File: src/rtl/rtu_pkg.sv
// Shared types and helpers for the Modbus RTU frame receiver.
package rtu_pkg;

  // One-hot receiver states.
  typedef enum logic [4:0] {
    StInit    = 5'b00001,
    StIdle    = 5'b00010,
    StRecv    = 5'b00100,
    StEmit    = 5'b01000,
    StDiscard = 5'b10000
  } rtu_state_e;

  localparam logic [15:0] CRC_POLY  = 16'hA001;
  localparam logic [15:0] CRC_INIT  = 16'hFFFF;
  localparam int unsigned FRAME_MAX = 256;

  // CRC-16/Modbus, reflected, one whole byte per call.
  function automatic logic [15:0] crc16_byte(input logic [15:0] crc, input logic [7:0] data);
    logic [15:0] c;
    c = crc ^ {8'h00, data};
    for (int i = 0; i < 8; i++) begin
      c = c[0] ? ((c >> 1) ^ CRC_POLY) : (c >> 1);
    end
    return c;
  endfunction

endpackage

File: src/rtl/rtu_frame_rx_if.sv
// Byte input, frame status and buffer read port of the RTU frame receiver.
interface rtu_frame_rx_if;
  logic       rx_done;
  logic [7:0] rx_data;
  logic       rx_drop_byte;
  logic [7:0] rd_addr;
  logic [7:0] rd_data;
  logic       frame_valid;
  logic [8:0] frame_len;
  logic       crc_ok;
  logic       frame_err;
  logic       frame_busy;

  // Byte source and frame consumer side.
  modport master (
    output rx_done, rx_data, rx_drop_byte, rd_addr,
    input  rd_data, frame_valid, frame_len, crc_ok, frame_err, frame_busy
  );

  // Receiver side.
  modport slave (
    input  rx_done, rx_data, rx_drop_byte, rd_addr,
    output rd_data, frame_valid, frame_len, crc_ok, frame_err, frame_busy
  );
endinterface

File: src/rtl/rtu_frame_buf.sv
// 256x8 frame buffer: single write port, registered read port (block RAM friendly).
module rtu_frame_buf
  import rtu_pkg::*;
(
  input  logic       clk_in,
  input  logic       rst_n_in,
  input  logic       wr_en,
  input  logic [7:0] wr_addr,
  input  logic [7:0] wr_data,
  input  logic [7:0] rd_addr,
  output logic [7:0] rd_data
);

  logic [7:0] mem [FRAME_MAX];
  logic [7:0] rd_data_q;

  // Write port; contents are not reset.
  always_ff @(posedge clk_in) begin
    if (wr_en) mem[wr_addr] <= wr_data;
  end

  // Read register; a same-cycle write to rd_addr is seen on the next read.
  always_ff @(posedge clk_in or negedge rst_n_in) begin
    if (!rst_n_in) rd_data_q <= '0;
    else           rd_data_q <= mem[rd_addr];
  end

  assign rd_data = rd_data_q;

endmodule

File: src/rtl/rtu_frame_rx.sv
// Modbus RTU frame assembler: buffers bytes, delimits frames by 3.5-char silence,
// discards corrupt or oversized frames and checks the CRC residue.
module rtu_frame_rx
  import rtu_pkg::*;
#(
  parameter int unsigned CLK_FREQ  = 50000000,
  parameter int unsigned BAUD_RATE = 115200
) (
  input logic          clk_in,
  input logic          rst_n_in,
  rtu_frame_rx_if.slave bus
);

  localparam int unsigned BIT_CYCLES = CLK_FREQ / BAUD_RATE;
  localparam int unsigned T35_CYCLES = BIT_CYCLES * 77 / 2;
  localparam logic [23:0] T35        = 24'(T35_CYCLES);

  rtu_state_e  state_q;
  logic [23:0] timer_q;
  logic [8:0]  len_q;
  logic [15:0] crc_q;
  logic        frame_valid_q;
  logic        frame_err_q;
  logic        crc_ok_q;
  logic [8:0]  frame_len_q;

  logic        silence;
  logic        take_byte;
  logic        wr_en;
  logic [7:0]  wr_addr;
  logic [7:0]  rd_data;
  logic [15:0] crc_next;

  assign silence   = (timer_q == T35);
  // A drop pulse overrides a byte arriving in the same cycle.
  assign take_byte = bus.rx_done && !bus.rx_drop_byte;

  // Line silence timer: cleared by every byte, saturates at T35.
  always_ff @(posedge clk_in or negedge rst_n_in) begin
    if (!rst_n_in)        timer_q <= '0;
    else if (bus.rx_done) timer_q <= '0;
    else if (!silence)    timer_q <= timer_q + 24'd1;
  end

  // Buffer write strobe and running CRC for the incoming byte.
  always_comb begin
    wr_en    = 1'b0;
    wr_addr  = len_q[7:0];
    crc_next = crc16_byte((state_q == StIdle) ? CRC_INIT : crc_q, bus.rx_data);
    if (state_q == StIdle && take_byte) begin
      wr_en   = 1'b1;
      wr_addr = 8'd0;
    end else if (state_q == StRecv && take_byte && len_q != 9'(FRAME_MAX)) begin
      wr_en = 1'b1;
    end
  end

  // Frame FSM with registered status outputs.
  always_ff @(posedge clk_in or negedge rst_n_in) begin
    if (!rst_n_in) begin
      state_q       <= StInit;
      len_q         <= '0;
      crc_q         <= CRC_INIT;
      frame_valid_q <= 1'b0;
      frame_err_q   <= 1'b0;
      crc_ok_q      <= 1'b0;
      frame_len_q   <= '0;
    end else begin
      frame_valid_q <= 1'b0;
      frame_err_q   <= 1'b0;
      unique case (state_q)
        StInit: begin
          if (silence && !bus.rx_done) state_q <= StIdle;
        end
        StIdle: begin
          if (bus.rx_done) begin
            if (bus.rx_drop_byte) begin
              state_q <= StDiscard;
            end else begin
              len_q   <= 9'd1;
              crc_q   <= crc_next;
              state_q <= StRecv;
            end
          end
        end
        StRecv: begin
          if (bus.rx_drop_byte) begin
            state_q <= StDiscard;
          end else if (bus.rx_done) begin
            if (len_q == 9'(FRAME_MAX)) begin
              state_q <= StDiscard;
            end else begin
              len_q <= len_q + 9'd1;
              crc_q <= crc_next;
            end
          end else if (silence) begin
            state_q       <= StEmit;
            frame_valid_q <= 1'b1;
            frame_len_q   <= len_q;
            crc_ok_q      <= (crc_q == 16'h0000) && (len_q >= 9'd4);
          end
        end
        StEmit: begin
          state_q <= StIdle;
        end
        StDiscard: begin
          if (silence && !bus.rx_done) begin
            frame_err_q <= 1'b1;
            state_q     <= StIdle;
          end
        end
        default: state_q <= StInit;
      endcase
    end
  end

  rtu_frame_buf u_buf (
    .clk_in   (clk_in),
    .rst_n_in (rst_n_in),
    .wr_en    (wr_en),
    .wr_addr  (wr_addr),
    .wr_data  (bus.rx_data),
    .rd_addr  (bus.rd_addr),
    .rd_data  (rd_data)
  );

  assign bus.rd_data     = rd_data;
  assign bus.frame_valid = frame_valid_q;
  assign bus.frame_err   = frame_err_q;
  assign bus.frame_len   = frame_len_q;
  assign bus.crc_ok      = crc_ok_q;
  assign bus.frame_busy  = (state_q == StRecv);

endmodule

File: src/flat_wrapper.sv
// flat-port wrapper written by rule: the top's interface ports become plain ports
module rtu_frame_rx_flat import rtu_pkg::*;
#(
  parameter int unsigned CLK_FREQ  = 50000000,
  parameter int unsigned BAUD_RATE = 115200
)
  (clk_in, rst_n_in, bus_rx_done, bus_rx_data, bus_rx_drop_byte, bus_rd_addr, bus_rd_data, bus_frame_valid, bus_frame_len, bus_crc_ok, bus_frame_err, bus_frame_busy);
  rtu_frame_rx_if bus_i ();
  input logic clk_in;
  input logic rst_n_in;
  input wire logic [$bits(bus_i.rx_done)-1:0] bus_rx_done;
  input wire logic [$bits(bus_i.rx_data)-1:0] bus_rx_data;
  input wire logic [$bits(bus_i.rx_drop_byte)-1:0] bus_rx_drop_byte;
  input wire logic [$bits(bus_i.rd_addr)-1:0] bus_rd_addr;
  output wire logic [$bits(bus_i.rd_data)-1:0] bus_rd_data;
  output wire logic [$bits(bus_i.frame_valid)-1:0] bus_frame_valid;
  output wire logic [$bits(bus_i.frame_len)-1:0] bus_frame_len;
  output wire logic [$bits(bus_i.crc_ok)-1:0] bus_crc_ok;
  output wire logic [$bits(bus_i.frame_err)-1:0] bus_frame_err;
  output wire logic [$bits(bus_i.frame_busy)-1:0] bus_frame_busy;
  assign bus_i.rx_done = bus_rx_done;
  assign bus_i.rx_data = bus_rx_data;
  assign bus_i.rx_drop_byte = bus_rx_drop_byte;
  assign bus_i.rd_addr = bus_rd_addr;
  assign bus_rd_data = bus_i.rd_data;
  assign bus_frame_valid = bus_i.frame_valid;
  assign bus_frame_len = bus_i.frame_len;
  assign bus_crc_ok = bus_i.crc_ok;
  assign bus_frame_err = bus_i.frame_err;
  assign bus_frame_busy = bus_i.frame_busy;
  rtu_frame_rx #(.CLK_FREQ(CLK_FREQ), .BAUD_RATE(BAUD_RATE)) u_core (.clk_in(clk_in), .rst_n_in(rst_n_in), .bus(bus_i));
endmodule
File: config.mk
export PLATFORM = sky130hd
export DESIGN_NAME = rtu_frame_rx_flat
export DESIGN_NICKNAME = d
export VERILOG_FILES = /design/src/rtl/rtu_pkg.sv /design/src/rtl/rtu_frame_rx_if.sv /design/src/rtl/rtu_frame_buf.sv /design/src/rtl/rtu_frame_rx.sv /design/src/flat_wrapper.sv
export SDC_FILE = /design/constraint.sdc
export NUM_CORES = 2
export LEC_CHECK = 0
export BUFFER_PORTS_ARGS = -buffer_cell sky130_fd_sc_hd__buf_2
export CELL_PAD_IN_SITES_DETAIL_PLACEMENT = 0
export CELL_PAD_IN_SITES_GLOBAL_PLACEMENT = 1
export CORE_UTILIZATION = 51
export DETAILED_ROUTE_END_ITERATION = 6
export HOLD_SLACK_MARGIN = 0.12
export PLACE_DENSITY_LB_ADDON = 0.1
export SYNTH_ARGS = -nofsm -noshare
export SYNTH_HDL_FRONTEND = slang
export SYNTH_SLANG_ARGS = --single-unit
File: constraint.sdc
create_clock -name clk_in -period 2.6 [get_ports clk_in]
set_input_delay 0.13 -clock clk_in [delete_from_list [all_inputs] [get_ports clk_in]]
set_output_delay 0.13 -clock clk_in [all_outputs]
set_load 0.05 [all_outputs]
==> results by group <==
Clock network
  – Sink count of the clock tree: 2122
  – CTS clk-pin slew, worst paths: 0.06 ns
  – CTS tree: done
  – CTS max path bufs: 3
  – Total CTS buffers: 211
  – CTS root buf: clkbuf_16
  – CTS H-Tree Depth: 4
  – Clock latency on the worst-skew pair: 0.84 ns

Global route
  – First-pass GRT wire length: 312000 um
  – Vias in the first global route: 43606
  – Largest net degree at the start of global routing: 194
  – Overflow after GRT: 0
  – Initial antenna violation count: 5
  – Total GRT Usage: 26.8%

Floorplan
  – Cell Rows: 147
  – IO Pins: 41
  – Core Box Area: 0.161 mm2
  – Die area: 0.165 mm2
  – Width of the die: 406 um
  – Die Y: 406 um
  – Initial Util: 51.6%

Logic synthesis
  – Synthesized area: 0.0831 mm2
  – Net count after synthesis: 3893
  – Most frequent cells after synthesis: edfxtp_1, mux4_2, nor2_1
  – Largest area contributor in the netlist: edfxtp_1
  – FFs w/ async S/R, synth: 3.49%
  – Synth Area per Inst: 21.5 um2
  – Distinct cells, synth: 60
  – EDFF count, synth: 2048
  – Top post-synthesis cells by area: edfxtp_1, mux4_2, dfrtp_1, nor2_1, mux2i_1
  – Synth Register Bits: 2122
  – Post-Syn Instances: 3869
  – Synth top area share: 74.0%
  – Yosys warnings: 0
  – Post-synth top flop: edfxtp_1
  – Count leader, synth: edfxtp_1
  – Post-synthesis sequential area ratio: 76.3%

Outcome
  – Status: finished, violations left
  – Failing checks: negative setup slack

Routing
  – DRT Wirelength: 217000 um
  – Final ANT Viol Nets: 0
  – Drt first pass iters: 6
  – Routed via count: 42419
  – Routed vias/inst: 6.17
  – Routed WL per cell: 31.6 um
  – Initial DRC count: 4862
  – # DRC: 0

Cells and area
  – Layout cells sized above 1: 38.1%
  – Area Overhead vs Synth: 19.6%
  – Final net count: 4565
  – Final core occ: 61.7%

Critical path
  – Critical Path Sink Type: register
  – CP max FO: 8
  – R2r setup slk: -0.02 ns
  – Worst EP required: 3.08 ns
  – Crit path kind: reg2reg
  – WP data arrival: 3.10 ns
  – CP startpoint kind: register

Pwr
  – Net Sw Frac: 21.9%
  – Internal power: 58.0 mW
  – Leakage: 32.1 nW
  – Pwr dens: 747 mW/mm2
  – Combinational Power Share: 7.8%
  – Sw Pwr: 16.3 mW
  – VDD IR max: 757 uV
  – Seq pwr share: 51.2%
  – Clock power frac: 41.0%
  – Total power draw: 74.3 mW

Timing
  – Maximum clock frequency: 382 MHz
  – Tmin final: 2.62 ns
  – Final worst slack: -0.0200 ns
  – Slew HR: 22.3%
  – Setup Skew: 0.0312 ns
  – Hold slack: 0.199 ns
  – RSZ-0062 raised after global routing: yes
  – Setup TNS: -0.334 ns
  – Final Max Slew Viols: 0
  – Worst-Margin Slew: 1.17 ns
  – # setup viols final: 38
  – Final hold vios: 0
  – Period utilization: 101%

Placed design
  – Gp weighted congestion: 0.833
  – DP Worst Slack: -0.781 ns
  – HPWL after detailed placement: 141000 um
  – I/O Buffers: 40

Worst hold path
  – Hold Crit Class: in2reg

Job
  – Max Cap Viol: 0
power by group through the flow:
| stage | Combinational, mW | Sequential (mW) | Clock, mW |
|---|---|---|---|
| 2_1_floorplan | 2.91 | 38.7 | 0 |
| 3_3_place_gp | 5.44 | 38.7 | 0 |
| 3_5_place_dp | 5.57 | 38.7 | 0 |
| 4_1_cts | 5.64 | 38.0 | 30.9 |
| 5_1_grt | 6.14 | 38.0 | 32.2 |
| 6_report | 5.80 | 38.0 | 30.5 |
flip-flops by register name, summed over array words and instances (netlist names):
| name | flops |
|---|---|
| u_core.u_buf.mem | 2048 |
| u_core.timer_q | 24 |
| u_core.crc_q | 16 |
| u_core.bus.frame_len | 9 |
| u_core.len_q | 9 |
| u_core.u_buf.rd_data | 8 |
| u_core.state_q | 5 |
| u_core.bus.crc_ok | 1 |
| u_core.bus.frame_err | 1 |
| u_core.bus.frame_valid | 1 |
worst paths after layout:
path / cells past startpoint / to / startpoint
worst max-delay path: 10 / u_core.u_buf.mem[40][1] / u_core.state_q[3]
worst min-delay path: 2 / u_core.u_buf.mem[78][5] / bus_rx_data[5]
worst max register to register: 10 / u_core.u_buf.mem[40][1] / u_core.state_q[3]
worst min register to register: 2 / u_core.crc_q[12] / u_core.crc_q[12]
max in group asynchronous: 4 / u_core.crc_q[14] / rst_n_in
min in group asynchronous: 4 / u_core.timer_q[21] / rst_n_in
logic make-up (layout without fill, tap and decap cells):
family / count (synthesis) / count (layout) / synth area share (%)
DFF: 2122 / 2122 / 76.3
buffers and inverters: 230 / 1076 / 1.48
other: 0 / 2 / 0
muxes: 660 / 660 / 16.7
AOI/OAI and AO/OA: 216 / 216 / 1.79
and+or+nand+nor: 578 / 578 / 3.09
xor gates and xnor gates: 59 / 59 / 0.638
adders and majority gates: 4 / 4 / 0.0602
repair_timing:
item / CTS / global route
setup buffers: 2 / 26
hold buffers: 18 / 0
setup endpoints to repair: 1060 / 1223
pin swaps: 3 / 14
gates cloned: 0 / 4
resized for setup: 150 / 157
endpoints found under the hold margin: 956 / 0
per-layer routing:
metal	share of wire, %	track usage (%)	wire length, um
met2	49	42.9	106000
met3	6.9	3.82	14900
met1	42	39.0	91200
met4	2.2	6.79	4840
met5	0	0	0
cells in the final DEF, fill, tap and decap left out, drive strengths merged, types with 19 or more instances in the layout:
cell type  count
nand2         68
xnor2         33
a22oi         32
a22o          19
nand3         37
a21oi         46
nor2         338
bufinv        27
a211oi        46
clkbuf       261
dfrtp         57
mux2i         55
xor2          25
edfxtp      2048
mux2          28
clkinv        93
buf          652
nor3          20
nor2b         45
o21ai         30
mux4         577
worst max-delay path, stage by stage, from the launching register on:
cell and delay, ns:
dfrtp_1 0.41, nor3_4 0.23, buf_6 0.13, nand4bb_4 0.15, o21ai_4 0.25, buf_12 0.14, clkbuf_16 0.16, nand3_1 0.13
buf_12 0.20, buf_4 0.15, nor2_4 0.30
cell type report:
cell class                 count  area (um2)
tap                         2160        2700
antenna                        2        5.00
multi-input combinational   1517       19600
clock inverter               138        1430
inverter                       8        31.3
fill                       11232       61700
sequential                  2122       63400
clock buffer                 249        5490
timing repair buffer         681        6810
through the flow:
stage | cells | cell area, um2
final | 6877 | 99400
after global routing | 6875 | 99400
after CTS | 6845 | 98400
after detailed placement | 6438 | 90800
after global placement | 6438 | 90800
after floorplan | 3869 | 83200
Note: power is estimated with default switching activity, not from simulation.
